==> config.mk <==
export PLATFORM = sky130hd
export DESIGN_NAME = lap_time_buffer_flat
export DESIGN_NICKNAME = d
export VERILOG_FILES = /design/src/rtl/lap_time_buffer_if.sv /design/src/rtl/lap_time_buffer.sv /design/src/flat_wrapper.sv
export SDC_FILE = /design/constraint.sdc
export NUM_CORES = 1
export LEC_CHECK = 0
export ABC_CLOCK_PERIOD_IN_PS = 8600
export CAP_MARGIN = 20
export CORE_ASPECT_RATIO = 0.7
export CORE_MARGIN = 8
export CORE_UTILIZATION = 43
export CTS_BUF_LIST = sky130_fd_sc_hd__clkbuf_4
export DETAILED_ROUTE_END_ITERATION = 16
export DONT_BUFFER_PORTS = 1
export PLACE_DENSITY = 0.61
export SETUP_SLACK_MARGIN = 0.3
export SYNTH_ARGS = -nofsm -noshare
export SYNTH_HDL_FRONTEND = slang
export SYNTH_SLANG_ARGS = --single-unit
==> constraint.sdc <==
create_clock -name clk -period 8.6 [get_ports clk]
set_clock_uncertainty 0.15 [all_clocks]
set_input_delay 2.15 -clock clk [delete_from_list [all_inputs] [get_ports clk]]
set_output_delay 2.15 -clock clk [all_outputs]
set_load 0.05 [all_outputs]
==> src/rtl/lap_time_buffer_if.sv <==
// rtl/lap_time_buffer_if.sv - capture/readout bus of the lap-time buffer
//
// Purpose: groups the lap capture request, readout handshake and status
//          outputs of lap_time_buffer into one bundle.
// Signals:
//   lap       capture request (master -> buffer)
//   time_in   running time code to capture (master -> buffer)
//   rd_req    read request (master -> buffer)
//   rd_data   oldest entry, registered (buffer -> master)
//   rd_valid  one-cycle pulse, rd_data is new (buffer -> master)
//   last_lap  time code of the most recent enabled lap (buffer -> master)
//   count     stored entries, 0..DEPTH (buffer -> master)
//   empty     count == 0 (buffer -> master)
//   full      count == DEPTH (buffer -> master)
//   overflow  sticky, a lap was dropped (buffer -> master)
interface lap_time_buffer_if #(
  parameter int WIDTH = 24,
  parameter int DEPTH = 8
);
  localparam int CW = $clog2(DEPTH + 1);

  logic             lap;
  logic [WIDTH-1:0] time_in;
  logic             rd_req;
  logic [WIDTH-1:0] rd_data;
  logic             rd_valid;
  logic [WIDTH-1:0] last_lap;
  logic [CW-1:0]    count;
  logic             empty;
  logic             full;
  logic             overflow;

  modport master (
    output lap, time_in, rd_req,
    input  rd_data, rd_valid, last_lap, count, empty, full, overflow
  );

  modport slave (
    input  lap, time_in, rd_req,
    output rd_data, rd_valid, last_lap, count, empty, full, overflow
  );
endinterface

==> src/rtl/lap_time_buffer.sv <==
// rtl/lap_time_buffer.sv - lap-time capture buffer (circular FIFO of time codes)
//
// Purpose: on each enabled lap pulse, stores time_in into a DEPTH-entry
//          circular store that the readout logic drains in write order.
//          Tracks occupancy, flags dropped laps and holds the newest lap.
// Ports:
//   clk    rising-edge clock
//   reset  asynchronous, active-high; clears all state immediately
//   clear  synchronous flush, same effect as reset at the next edge
//   en     global enable; when low nothing is captured or read
//   bus    lap_time_buffer_if.slave (lap/time_in/rd_req in, status out)
module lap_time_buffer #(
  parameter int WIDTH = 24,
  parameter int DEPTH = 8
) (
  input  logic               clk,
  input  logic               reset,
  input  logic               clear,
  input  logic               en,
  lap_time_buffer_if.slave   bus
);
  localparam int CW = $clog2(DEPTH + 1);
  localparam int PW = (DEPTH > 1) ? $clog2(DEPTH) : 1;

  logic [WIDTH-1:0] mem [DEPTH];
  logic [PW-1:0]    wr_ptr;
  logic [PW-1:0]    rd_ptr;
  logic [CW-1:0]    count_q;
  logic [WIDTH-1:0] rd_data_q;
  logic             rd_valid_q;
  logic [WIDTH-1:0] last_lap_q;
  logic             overflow_q;

  logic empty_w;
  logic full_w;
  logic rd;
  logic wr;
  logic drop;

  assign empty_w = (count_q == '0);
  assign full_w  = (count_q == CW'(DEPTH));

  // A read on a full buffer frees a slot in the same cycle, so the
  // concurrent lap is accepted rather than dropped.
  assign rd   = en & bus.rd_req & ~empty_w;
  assign wr   = en & bus.lap & (~full_w | rd);
  assign drop = en & bus.lap & full_w & ~rd;

  // Storage is not reset: pointers and count define which entries are live.
  always_ff @(posedge clk) begin
    if (wr && !clear && !reset) begin
      mem[wr_ptr] <= bus.time_in;
    end
  end

  always_ff @(posedge clk or posedge reset) begin
    if (reset) begin
      wr_ptr     <= '0;
      rd_ptr     <= '0;
      count_q    <= '0;
      rd_data_q  <= '0;
      rd_valid_q <= 1'b0;
      last_lap_q <= '0;
      overflow_q <= 1'b0;
    end else if (clear) begin
      wr_ptr     <= '0;
      rd_ptr     <= '0;
      count_q    <= '0;
      rd_data_q  <= '0;
      rd_valid_q <= 1'b0;
      last_lap_q <= '0;
      overflow_q <= 1'b0;
    end else begin
      // Power-of-two depth lets the pointers wrap by natural overflow.
      if (wr) begin
        wr_ptr <= wr_ptr + PW'(1);
      end
      if (rd) begin
        rd_ptr    <= rd_ptr + PW'(1);
        rd_data_q <= mem[rd_ptr];
      end
      rd_valid_q <= rd;

      if (wr && !rd) begin
        count_q <= count_q + CW'(1);
      end else if (rd && !wr) begin
        count_q <= count_q - CW'(1);
      end

      // Dropped laps still update the display value.
      if (en && bus.lap) begin
        last_lap_q <= bus.time_in;
      end
      if (drop) begin
        overflow_q <= 1'b1;
      end
    end
  end

  assign bus.rd_data  = rd_data_q;
  assign bus.rd_valid = rd_valid_q;
  assign bus.last_lap = last_lap_q;
  assign bus.count    = count_q;
  assign bus.empty    = empty_w;
  assign bus.full     = full_w;
  assign bus.overflow = overflow_q;
endmodule

==> src/flat_wrapper.sv <==
// flat-port wrapper written by rule: the top's interface ports become plain ports
module lap_time_buffer_flat 
#(
  parameter int WIDTH = 24,
  parameter int DEPTH = 8
)
  (clk, reset, clear, en, bus_lap, bus_time_in, bus_rd_req, bus_rd_data, bus_rd_valid, bus_last_lap, bus_count, bus_empty, bus_full, bus_overflow);
  lap_time_buffer_if #(.WIDTH(WIDTH), .DEPTH(DEPTH)) bus_i ();
  input  logic clk;
  input  logic reset;
  input  logic clear;
  input  logic en;
  input wire logic [$bits(bus_i.lap)-1:0] bus_lap;
  input wire logic [$bits(bus_i.time_in)-1:0] bus_time_in;
  input wire logic [$bits(bus_i.rd_req)-1:0] bus_rd_req;
  output wire logic [$bits(bus_i.rd_data)-1:0] bus_rd_data;
  output wire logic [$bits(bus_i.rd_valid)-1:0] bus_rd_valid;
  output wire logic [$bits(bus_i.last_lap)-1:0] bus_last_lap;
  output wire logic [$bits(bus_i.count)-1:0] bus_count;
  output wire logic [$bits(bus_i.empty)-1:0] bus_empty;
  output wire logic [$bits(bus_i.full)-1:0] bus_full;
  output wire logic [$bits(bus_i.overflow)-1:0] bus_overflow;
  assign bus_i.lap = bus_lap;
  assign bus_i.time_in = bus_time_in;
  assign bus_i.rd_req = bus_rd_req;
  assign bus_rd_data = bus_i.rd_data;
  assign bus_rd_valid = bus_i.rd_valid;
  assign bus_last_lap = bus_i.last_lap;
  assign bus_count = bus_i.count;
  assign bus_empty = bus_i.empty;
  assign bus_full = bus_i.full;
  assign bus_overflow = bus_i.overflow;
  lap_time_buffer #(.WIDTH(WIDTH), .DEPTH(DEPTH)) u_core (.clk(clk), .reset(reset), .clear(clear), .en(en), .bus(bus_i));
endmodule
Yosys cells after proc, flatten, opt, wreduce, memory -nomap -nowiden. Memory sizes are Yosys's and may differ from the RTL's. Index checks and enable logic that the tools add are counted.

Register bits: 60. Memory bits (writable): 192. Input port bits: 30. Output and inout port bits: 56. Logic and storage cells: 54. Memories kept: 1.

Add/subtract/negate cells: 4. Equality and inequality tests: 1. Muxes and demuxes: 16. Bitwise gates (word level): 10. Reductions and logical operators: 15.

Memories: u_core.mem (depth 8, width 24, read ports 1, clocked after memory_dff 0, write ports 1, RTL line lap_time_buffer.sv:25) `logic [WIDTH-1:0] mem [DEPTH];`.

Operators by type and width (count): 24-bit two-way mux (4); 3-bit two-way mux (4); 4-bit two-way mux (3); 2-bit nonzero test (4); 3-bit by 1-bit adder with 3-bit output (second input constant) (2); 1-bit bitwise AND (6); 1-bit logical AND (5); 1-bit two-way mux (5); 4-bit by 1-bit adder with 4-bit output (second input constant) (1); 4-bit == test (second input constant) (1); 1-bit logical NOT (4); 4-bit logical NOT (1); 4-bit by 1-bit subtractor with 4-bit output (second input constant) (1); 1-bit inverter (3); 3-bit nonzero test (1); 1-bit bitwise OR (1).

Logic depth before layout (Yosys ltp). Gate-level depths: netlist of run 1.

Depth in word-level cells: 10. Gate-level depth with buffers: 8. Mapped depth without buffers: 7.

Worst setup path after synthesis of run 1. OpenSTA, ideal clock, no wires.

Kind: input to register. From: input port bus_lap. To: memory u_core.mem[5][0] (enable). Arrival: 5.332 ns. Setup slack: 2.643 ns. Cell stages on the path: 4. Cells stage by stage: nand2_1 a31oi_2 nand3_1 nor4b_1.

Longest elaborated chain between the ends: 6.

Ends and longest elaborated chain: start, declared (RTL line flat_wrapper.sv:13) `input wire logic [$bits(bus_i.lap)-1:0] bus_lap;`; 1-bit bitwise AND (2 in series) (RTL line lap_time_buffer.sv:46) `assign wr = en & bus.lap & (~full_w | rd);`; 1-bit logical AND (2 in series) (RTL line lap_time_buffer.sv:51) `if (wr && !clear && !reset) begin`; 1-bit two-way mux (RTL line lap_time_buffer.sv:51); 1-bit two-way mux (not written as such) (RTL line lap_time_buffer.sv:52) `mem[wr_ptr] <= bus.time_in;`; end, declared (RTL line lap_time_buffer.sv:25).

No other way between the ends.

Worst setup path after layout of run 1.
From: register u_core.count_q[2] (netlist: u_core.bus.count[2]). To: output port bus_empty.

Longest elaborated chain between the ends: 1.

Ends and longest elaborated chain: start, declared (RTL line lap_time_buffer.sv:28) `logic [CW-1:0] count_q;`; start signal, assigned (RTL line lap_time_buffer.sv:85) `count_q <= count_q + CW'(1);`; start signal, assigned (RTL line lap_time_buffer.sv:87) `count_q <= count_q - CW'(1);`; 4-bit logical NOT (RTL line lap_time_buffer.sv:40) `assign empty_w = (count_q == '0);`; end, declared (RTL line flat_wrapper.sv:20) `output wire logic [$bits(bus_i.empty)-1:0] bus_empty;`.

No other way between the ends.

==> results of run 1 <==
## power groups by stage
stage / logic (W) / clock network [W] / registers, W
2_1_floorplan: 0.000179 / 0 / 0.00147
3_3_place_gp: 0.000188 / 0 / 0.00151
3_5_place_dp: 0.000194 / 0 / 0.00151
4_1_cts: 0.000195 / 0.00103 / 0.00148
5_1_grt: 0.000234 / 0.00110 / 0.00147
6_report: 0.000212 / 0.00101 / 0.00146
## metrics by stage
stage | instances | hold slack [ns] | util
CTS | 962 | 0.475 | 0.492
finish | 963 | 0.490 | 0.493
global placement | 846 | 0.453 | 0.453
detailed placement | 848 | 0.465 | 0.455
floorplan | 552 | 0.408 | -
global route | 963 | 0.511 | 0.493
## synthesized netlist by cell type (all sizes together), types with 2 or more instances
library cell,count,share of area
dfrtp,60,0.15
o21ai,3,0.0015
nand4,2,0.0013
clkbuf,16,0.0061
nand2,56,0.021
a211oi,25,0.020
mux2i,26,0.027
mux4,48,0.11
edfxtp,192,0.59
xnor2,4,0.0036
inv,7,0.0027
nor3b,2,0.0015
buf,15,0.0080
a21oi,29,0.015
and2,3,0.0022
ha,4,0.0051
nand3,4,0.0020
nor2,35,0.013
## metal layers
metal | wire [µm] | global-route usage | part of all wire | vias up
met5 | 0 | 0 | 0 | -
met4 | 268 | 0.0442 | 0.013 | 0
met3 | 1960 | 0.0543 | 0.092 | 28
met2 | 9610 | 0.238 | 0.45 | 182
met1 | 9390 | 0.204 | 0.44 | 2590
li1 | - | - | - | 2295
## sequential cells by signal, summed over array words and instances (netlist names)
name	cells
u_core.mem	192
u_core.bus.overflow	1
u_core.bus.rd_data	24
u_core.bus.rd_valid	1
u_core.bus.last_lap	24
u_core.bus.count	4
u_core.wr_ptr	3
u_core.rd_ptr	3
## area by class of cell
type	count	area (µm²)	share of cell area
Sequential cell	252	7270	0.656
Multi-Input combinational cell	262	2410	0.217
Clock buffer	96	721	0.0650
Tap cell	312	390	0.0352
Timing Repair Buffer	16	168	0.0151
Clock inverter	18	104	0.00936
Inverter	7	26.3	0.00237
## worst paths after layout
| kind | endpoint | slack [ns] | cells past startpoint |
|---|---|---|---|
| worst max register to register | u_core.mem[0][5] | 5.41 | 5 |
| worst min-delay path | u_core.wr_ptr[0] | 0.49 | 2 |
| worst max-delay path | bus_empty | 3.82 | 2 |
| worst min register to register | u_core.wr_ptr[0] | 0.49 | 2 |
| min in group asynchronous | u_core.bus.last_lap[14] | 1.18 | 1 |
| max in group asynchronous | u_core.rd_ptr[0] | 6.09 | 2 |
## worst reg2reg max path, stage by stage (launching register included)
cell and delay (ns):
dfrtp_1 0.76, nor3_1 0.18, a31oi_2 0.38, nor3b_1 0.39, and3b_1 0.62, buf_4 0.38
## logic make-up after synthesis
| logic type | count (synthesis) |
|---|---|
| fa+ha+maj | 5 |
| mux | 74 |
| simple gates | 115 |
| compound gates | 64 |
| buf+inv | 38 |
| xor+xnor | 4 |
| flops | 252 |
==> results.json, run 1 <==
{
  "status": "completed",
  "synthDistinctLibCells": 45,
  "crit_buf_inv": 1,
  "hold_class": "flip-flop to flip-flop",
  "final_cell_mix": "edfxtp_1, clkbuf_4, dfrtp_1, nand2_1, mux4_2",
  "postSynthAreaPerCell_um2": 17.8,
  "antenna_cells": 0,
  "setup_viol_count_final": 0,
  "portBuffers": 0,
  "maxSlewHeadroom": 0.535,
  "gr-usage-all-layers": 0.154,
  "period_minus_slack_ns": 4.78,
  "power_frac_seq": 0.546,
  "dpl_worst_slack_ns": 4.03,
  "arrival_ns": 2.48,
  "htreeDepth": 2,
  "crit_slowest_cell": "or4_1",
  "die_y_um": 142,
  "sw_frac_of_total": 0.265,
  "cts_setup_buffers": 0,
  "worst_slew_pin_slew_ns": 0.697,
  "ys_ff_latch": 252,
  "fillers": 1884,
  "irDropWorstVdd_mv": 0.122,
  "clockBufferDepth": 3,
  "totalPowerFinal_w": 0.00268,
  "start_util": 0.436,
  "synth_top_family_by_area": "multiplexers",
  "ctsResizeCount": 0,
  "cp.required_ns": 6.30,
  "p_comb_frac": 0.079,
  "rsz0062_at_grt": "false",
  "syn_area_um2": 9810,
  "grt_pass1_vias": 5398,
  "route.detailed.drc": 0,
  "critPathKind": "flip-flop to output port",
  "max_freq_mhz": 209,
  "clkSinkCount": 252,
  "synth-edff-count": 192,
  "grt_max_degree": 62,
  "p_int_w": 0.00197,
  "synth_simple_gate_area_frac": 0.0523,
  "p_clk_frac": 0.375,
  "switching_power_w": 0.000711,
  "critPathMaxFanout": 7,
  "synthAdderAreaFrac": 0.00714,
  "cap_violations": 0,
  "finalInstanceArea_um2": 11100,
  "place.gp.congestion": 0.756,
  "p_leak_nw": 3.74,
  "min_from": "u_core.wr_ptr[0]",
  "io_pins": 86,
  "firstDrtPassIters": 4,
  "synth_mux_area_frac": 0.137,
  "cp_top_family": "simple AND/OR/NAND/NOR gates",
  "die_area_um2": 28000,
  "drive_gt1_frac": 0.272,
  "cp-start-kind": "flip-flop",
  "final.setup.tns_ns": 0,
  "drv_slew": 0,
  "end_kind": "output port",
  "ys_warn_count": 0,
  "slowest_delay_ns": 0.67,
  "power_density_nw_per_um2": 242,
  "vias": 5095,
  "fin_ws_ns": 3.82,
  "cts_root_buf": "clkbuf_4",
  "fin_nets": 634,
  "grt_pass1_wl_um": 32600,
  "synth-compound-area-share": 0.0424,
  "synth_xor_area_frac": 0.00357,
  "grt_antenna_before_repair": 0,
  "placed_area_um2": 10200,
  "cts_buffers": 60,
  "final_common_cell": "edfxtp_1",
  "viasPerCell": 5.29,
  "rows": 46,
  "core_area_um2": 22500,
  "clk_pin_slew_ns": 0.07,
  "synth_nets": 587,
  "avgRoutedWirePerCell_um": 22.0,
  "drt-initial-drc-count": 292,
  "startpoint": "u_core.bus.count[2]",
  "ctsHoldBuffers": 0,
  "crit_chain": "or4_1, inv_1",
  "overflow": 0,
  "hold_viol_final": 0,
  "syn_to_final_growth_pct": 13.1,
  "ys_seq_area_frac": 0.741,
  "timing.rr.start": "u_core.bus.count[2]",
  "async_flop_share": 0.238,
  "clk_latency_ns": 0.68,
  "dieWidth_um": 197,
  "drt_wl_total_um": 21200,
  "post-dp-hpwl_um": 12900,
  "synth_flop_cell": "edfxtp_1",
  "ant_nets": 0,
  "cts_tree": "done",
  "netlist_instances": 552,
  "post-route-period-util": 0.555
}
No activity file was read; power rests on OpenSTA's default activity.
==> inputs of run 2 (changes only) <==
--- a/config.mk
+++ b/config.mk
@@ -5,7 +5,7 @@
 export SDC_FILE = /design/constraint.sdc
 export NUM_CORES = 1
 export LEC_CHECK = 0
-export ABC_CLOCK_PERIOD_IN_PS = 8600
+export ABC_CLOCK_PERIOD_IN_PS = 5000
 export CAP_MARGIN = 20
 export CORE_ASPECT_RATIO = 0.7
 export CORE_MARGIN = 8
==> constraint.sdc (replaced) <==
create_clock -name clk -period 5 [get_ports clk]
set_clock_uncertainty 0.15 [all_clocks]
set_input_delay 1.25 -clock clk [delete_from_list [all_inputs] [get_ports clk]]
set_output_delay 1.25 -clock clk [all_outputs]
set_load 0.05 [all_outputs]
==> results.json, run 2 (same netlist as run 1, synthesis figures left out) <==
{
  "cts_tree": "done",
  "largest-register": "u_core.mem",
  "fin_nets": 636,
  "fin_cells": 965,
  "syn_to_final_growth_pct": 13.2,
  "timing.rr.start": "u_core.bus.count[2]",
  "drt_wl_total_um": 20600,
  "maxSlewHeadroom": 0.459,
  "die_area_um2": 28000,
  "start_util": 0.436,
  "viasPerCell": 5.32,
  "hold_class": "input pin to async pin",
  "ctsResizeCount": 0,
  "vias": 5131,
  "rsz0062_at_grt": "false",
  "hold_viol_final": 0,
  "setup_viol_count_final": 0,
  "irDropWorstVdd_mv": 0.179,
  "post-route-period-util": 0.755,
  "reg2reg_depth": 5,
  "grt_pass1_vias": 5459,
  "status": "completed",
  "cp.required_ns": 3.60,
  "grt_antenna_before_repair": 0,
  "dieWidth_um": 197,
  "cap_violations": 0,
  "final_cell_mix": "edfxtp_1, clkbuf_4, dfrtp_1, nand2_1, mux4_2",
  "dp_cells": 849,
  "power_density_nw_per_um2": 416,
  "avgRoutedWirePerCell_um": 21.3,
  "cts_root_buf": "clkbuf_4",
  "io_pins": 86,
  "worst_slew_pin_slew_ns": 0.812,
  "clkSinkCount": 252,
  "portBuffers": 0,
  "cp-start-kind": "flip-flop",
  "rows": 46,
  "max_freq_mhz": 265,
  "place.gp.congestion": 0.748,
  "gr-usage-all-layers": 0.149,
  "ctsHoldBuffers": 0,
  "clk_latency_ns": 0.67,
  "end_kind": "output port",
  "clockBufferDepth": 3,
  "final.setup.tns_ns": 0,
  "die_y_um": 142,
  "arrival_ns": 2.38,
  "drv_slew": 0,
  "post-dp-hpwl_um": 12400,
  "grt_pass1_wl_um": 31900,
  "drive_gt1_frac": 0.276,
  "grt_max_degree": 62,
  "core_area_um2": 22500,
  "route.detailed.drc": 0,
  "cts_setup_buffers": 0,
  "critPathMaxFanout": 7,
  "period_minus_slack_ns": 3.78,
  "ant_nets": 0,
  "ff2ff_setup_slack_ns": 1.75,
  "p_leak_nw": 3.76,
  "final_common_cell": "edfxtp_1",
  "overflow": 0,
  "antenna_cells": 0,
  "clk_pin_slew_ns": 0.07,
  "drt-initial-drc-count": 258,
  "r2r_end": "u_core.mem[0][17]",
  "htreeDepth": 2,
  "cts_buffers": 61,
  "dpl_worst_slack_ns": 1.28,
  "firstDrtPassIters": 4,
  "critPathKind": "flip-flop to output port",
  "hold_slack_ns": 0.344,
  "largest_register_ffs": 192,
  "fillers": 1894,
  "fin_ws_ns": 1.22
}
-- run 2: cell count changes in the layout (fill, tap and decap cells not counted) --
cell        before  now
nor4_4           0    1
inv_2            1    0
clkinvlp_4       2    0
buf_8            1    0
buf_16           2    1
clkinv_1        13   12
clkinv_2         2    3
nor4b_4          0    1
nor4_2           1    0
buf_4           13   16
nor4b_2          1    0
clkbuf_4        96  100
-- run 2: cell type report --
class	count	area, µm²	area share
Clock buffer	100	751	0.0676
Clock inverter	15	85.1	0.00766
Inverter	7	27.5	0.00248
Multi-Input combinational cell	262	2430	0.219
Sequential cell	252	7270	0.655
Tap cell	312	390	0.0352
Timing Repair Buffer	17	148	0.0133
-- run 2: worst max path at each step --
stage | slack, ns | to | startpoint
2_1_floorplan | 0.99 | u_core.mem[7][0] | bus_lap
3_3_place_gp | 1.36 | u_core.mem[0][11] | en
3_5_place_dp | 1.28 | u_core.mem[0][11] | en
4_1_cts | 1.18 | bus_empty | u_core.bus.count[2]
5_1_grt | 1.14 | bus_empty | u_core.bus.count[2]
6_report | 1.22 | bus_empty | u_core.bus.count[2]
-- run 2: worst max-delay path, stage by stage, from the launching register on --
cell     delay [ns]
dfrtp_1        0.62
or4_1          0.66
inv_1          0.44
-- run 2: through the flow --
| step | instance area (µm²) | power [W] | util |
|---|---|---|---|
| 2_1_floorplan | 9830 | 0.00284 | - |
| 3_3_place_gp | 10200 | 0.00291 | 0.455 |
| 3_5_place_dp | 10200 | 0.00292 | 0.455 |
| 4_1_cts | 11100 | 0.00467 | 0.492 |
| 5_1_grt | 11100 | 0.00483 | 0.493 |
| 6_report | 11100 | 0.00461 | 0.493 |
-- run 2: power by group --
part | total [W] | internal (W) | switching, W | leakage (nW)
clock network | 0.00174 | 0.000952 | 0.000783 | 0.501
registers | 0.00252 | 0.00231 | 0.000213 | 2.54
logic | 0.000360 | 0.000161 | 0.000199 | 0.716
-- run 2: layer usage --
metal | vias to the layer above | GRT usage | wire (µm) | share of wire
met2 | 173 | 0.232 | 9630 | 0.47
met3 | 35 | 0.0484 | 1650 | 0.080
met1 | 2625 | 0.196 | 8940 | 0.43
met4 | 0 | 0.0501 | 353 | 0.017
met5 | - | 0 | 0 | 0
li1 | 2298 | - | - | -
==> edit, RTL diff (flow settings as in run 2) <==
`DEPTH` is set to 8 in 3 places; all go to 16.
--- a/src/rtl/lap_time_buffer_if.sv
+++ b/src/rtl/lap_time_buffer_if.sv
@@ -15,7 +15,7 @@
 //   overflow  sticky, a lap was dropped (buffer -> master)
 interface lap_time_buffer_if #(
   parameter int WIDTH = 24,
-  parameter int DEPTH = 8
+  parameter int DEPTH = 16
 );
   localparam int CW = $clog2(DEPTH + 1);
 
--- a/src/rtl/lap_time_buffer.sv
+++ b/src/rtl/lap_time_buffer.sv
@@ -11,7 +11,7 @@
 //   bus    lap_time_buffer_if.slave (lap/time_in/rd_req in, status out)
 module lap_time_buffer #(
   parameter int WIDTH = 24,
-  parameter int DEPTH = 8
+  parameter int DEPTH = 16
 ) (
   input  logic               clk,
   input  logic               reset,
--- a/src/flat_wrapper.sv
+++ b/src/flat_wrapper.sv
@@ -2,7 +2,7 @@
 module lap_time_buffer_flat 
 #(
   parameter int WIDTH = 24,
-  parameter int DEPTH = 8
+  parameter int DEPTH = 16
 )
   (clk, reset, clear, en, bus_lap, bus_time_in, bus_rd_req, bus_rd_data, bus_rd_valid, bus_last_lap, bus_count, bus_empty, bus_full, bus_overflow);
   lap_time_buffer_if #(.WIDTH(WIDTH), .DEPTH(DEPTH)) bus_i ();
Ports: changed (resized bus_count); port bits go from 86 to 87. The function was not compared with the original's and may differ.
==> edit against run 2 <==
  * Power rose by 81%
  * Cell area rose by 77%
  * Setup slack got worse by 0.65 ns
  * Critical endpoint unchanged
  * Synthesized cell count rose by 59%
  * Sequential cell count rose by 195
  * Core utilization rose by 0.081 points
  * Area after synthesis rose by 78%
  * Routed wire length rose by 96%
  * Sequential share of layout area rose by 1.1 points
  * Largest power group unchanged
  * Critical path type unchanged
==> edit: results (changes against run 2) <==
| Metric | Value |
|---|---|
| NumNets Final | `1012 (was 636)` |
| Vias in the first global route | `9192 (was 5459)` |
| Largest net degree at the start of global routing | `100 (was 62)` |
| Unique masters post-synth | `44 (was 45)` |
| Largest register FFs | `384 (was 192)` |
| Status | `finished, final reports clean (unchanged)` |
| Worst VDD drop | `0.211 mV (was 0.179 mV)` |
| R2r setup slk | `1.36 ns (was 1.75 ns)` |
| Worst-case reg-to-reg path depth | `8 (was 5)` |
| Compound-gate portion of the synthesized area | `0.0340 (was 0.0424)` |
| Rel. slew slack | `0.335 (was 0.459)` |
| Inserted Clock Buffers | `106 (was 61)` |
| Share of layout cells above drive strength 1 | `0.341 (was 0.276)` |
| Placed cells | `1398 (was 849)` |
| Asr flop ratio synth | `0.141 (was 0.238)` |
| Leakage power | `6.51 nW (was 3.76 nW)` |
| Fill cells | `3317 (was 1894)` |
| Xor and xnor area share after synthesis | `0.00302 (was 0.00357)` |
| CP max stage delay | `0.84 ns (was 0.66 ns)` |
| Crit path DAT | `3.03 ns (was 2.38 ns)` |
| Post-Layout Cell Count | `1601 (was 965)` |
| Reg2reg end | `u_core.bus.count[4]$_DFFE_PP0P_ (was u_core.mem[0][17]$_DFFE_PP_)` |
| Syn_nets | `916 (was 587)` |
| First-pass GRT wire length | `60.6 mm (was 31.9 mm)` |
| DPL Wire Length | `22.9 mm (was 12.4 mm)` |
[edit: cell types whose count changed after synthesis, sizes merged, moves of 4 or more]
cell    before  now
mux4        48   96
edfxtp     192  384
nor2        35   52
nor3         1    6
clkbuf      16   21
a221o        0   24
xor2         0    4
mux2         0   24
a211oi      25    2
ha           4    9
buf         15   28
a21o         0    5
[edit: layer usage]
| metal | global-route usage | wire, µm |
|---|---|---|
| met3 | 0.0496 | 3010 |
| met4 | 0.0476 | 556 |
| met5 | 0 | 0 |
| met2 | 0.254 | 18100 |
| met1 | 0.248 | 18600 |
[edit: kinds of logic after synthesis]
| family | after synthesis |
|---|---|
| fa+ha+maj | 10 |
| mux | 147 |
| xor+xnor | 6 |
| compound gates | 78 |
| buf+inv | 54 |
| simple gates | 134 |
| flops | 447 |
[edit: cell type report]
class,instances,share of cell area
Multi-Input combinational cell,375,0.208
Timing Repair Buffer,37,0.0166
Clock inverter,22,0.00578
Inverter,5,0.00102
Antenna cell,2,0.000254
Tap cell,535,0.0340
Clock buffer,178,0.0679
Sequential cell,447,0.666
[edit: through the flow]
step                      area [µm²]  setup slack [ns]
final                          19700             0.575
after global routing           19700             0.427
after CTS                      19700             0.510
after detailed placement       18200              1.29
after global placement         18200              1.40
after floorplan                17400             0.555
[edit: power groups by stage]
stage	clock network, mW	registers (mW)	logic (mW)
5_1_grt	3.39	4.43	0.928
3_3_place_gp	0	4.50	0.854
4_1_cts	3.18	4.42	0.864
3_5_place_dp	0	4.50	0.860
2_1_floorplan	0	4.42	0.777
6_report	3.10	4.41	0.855
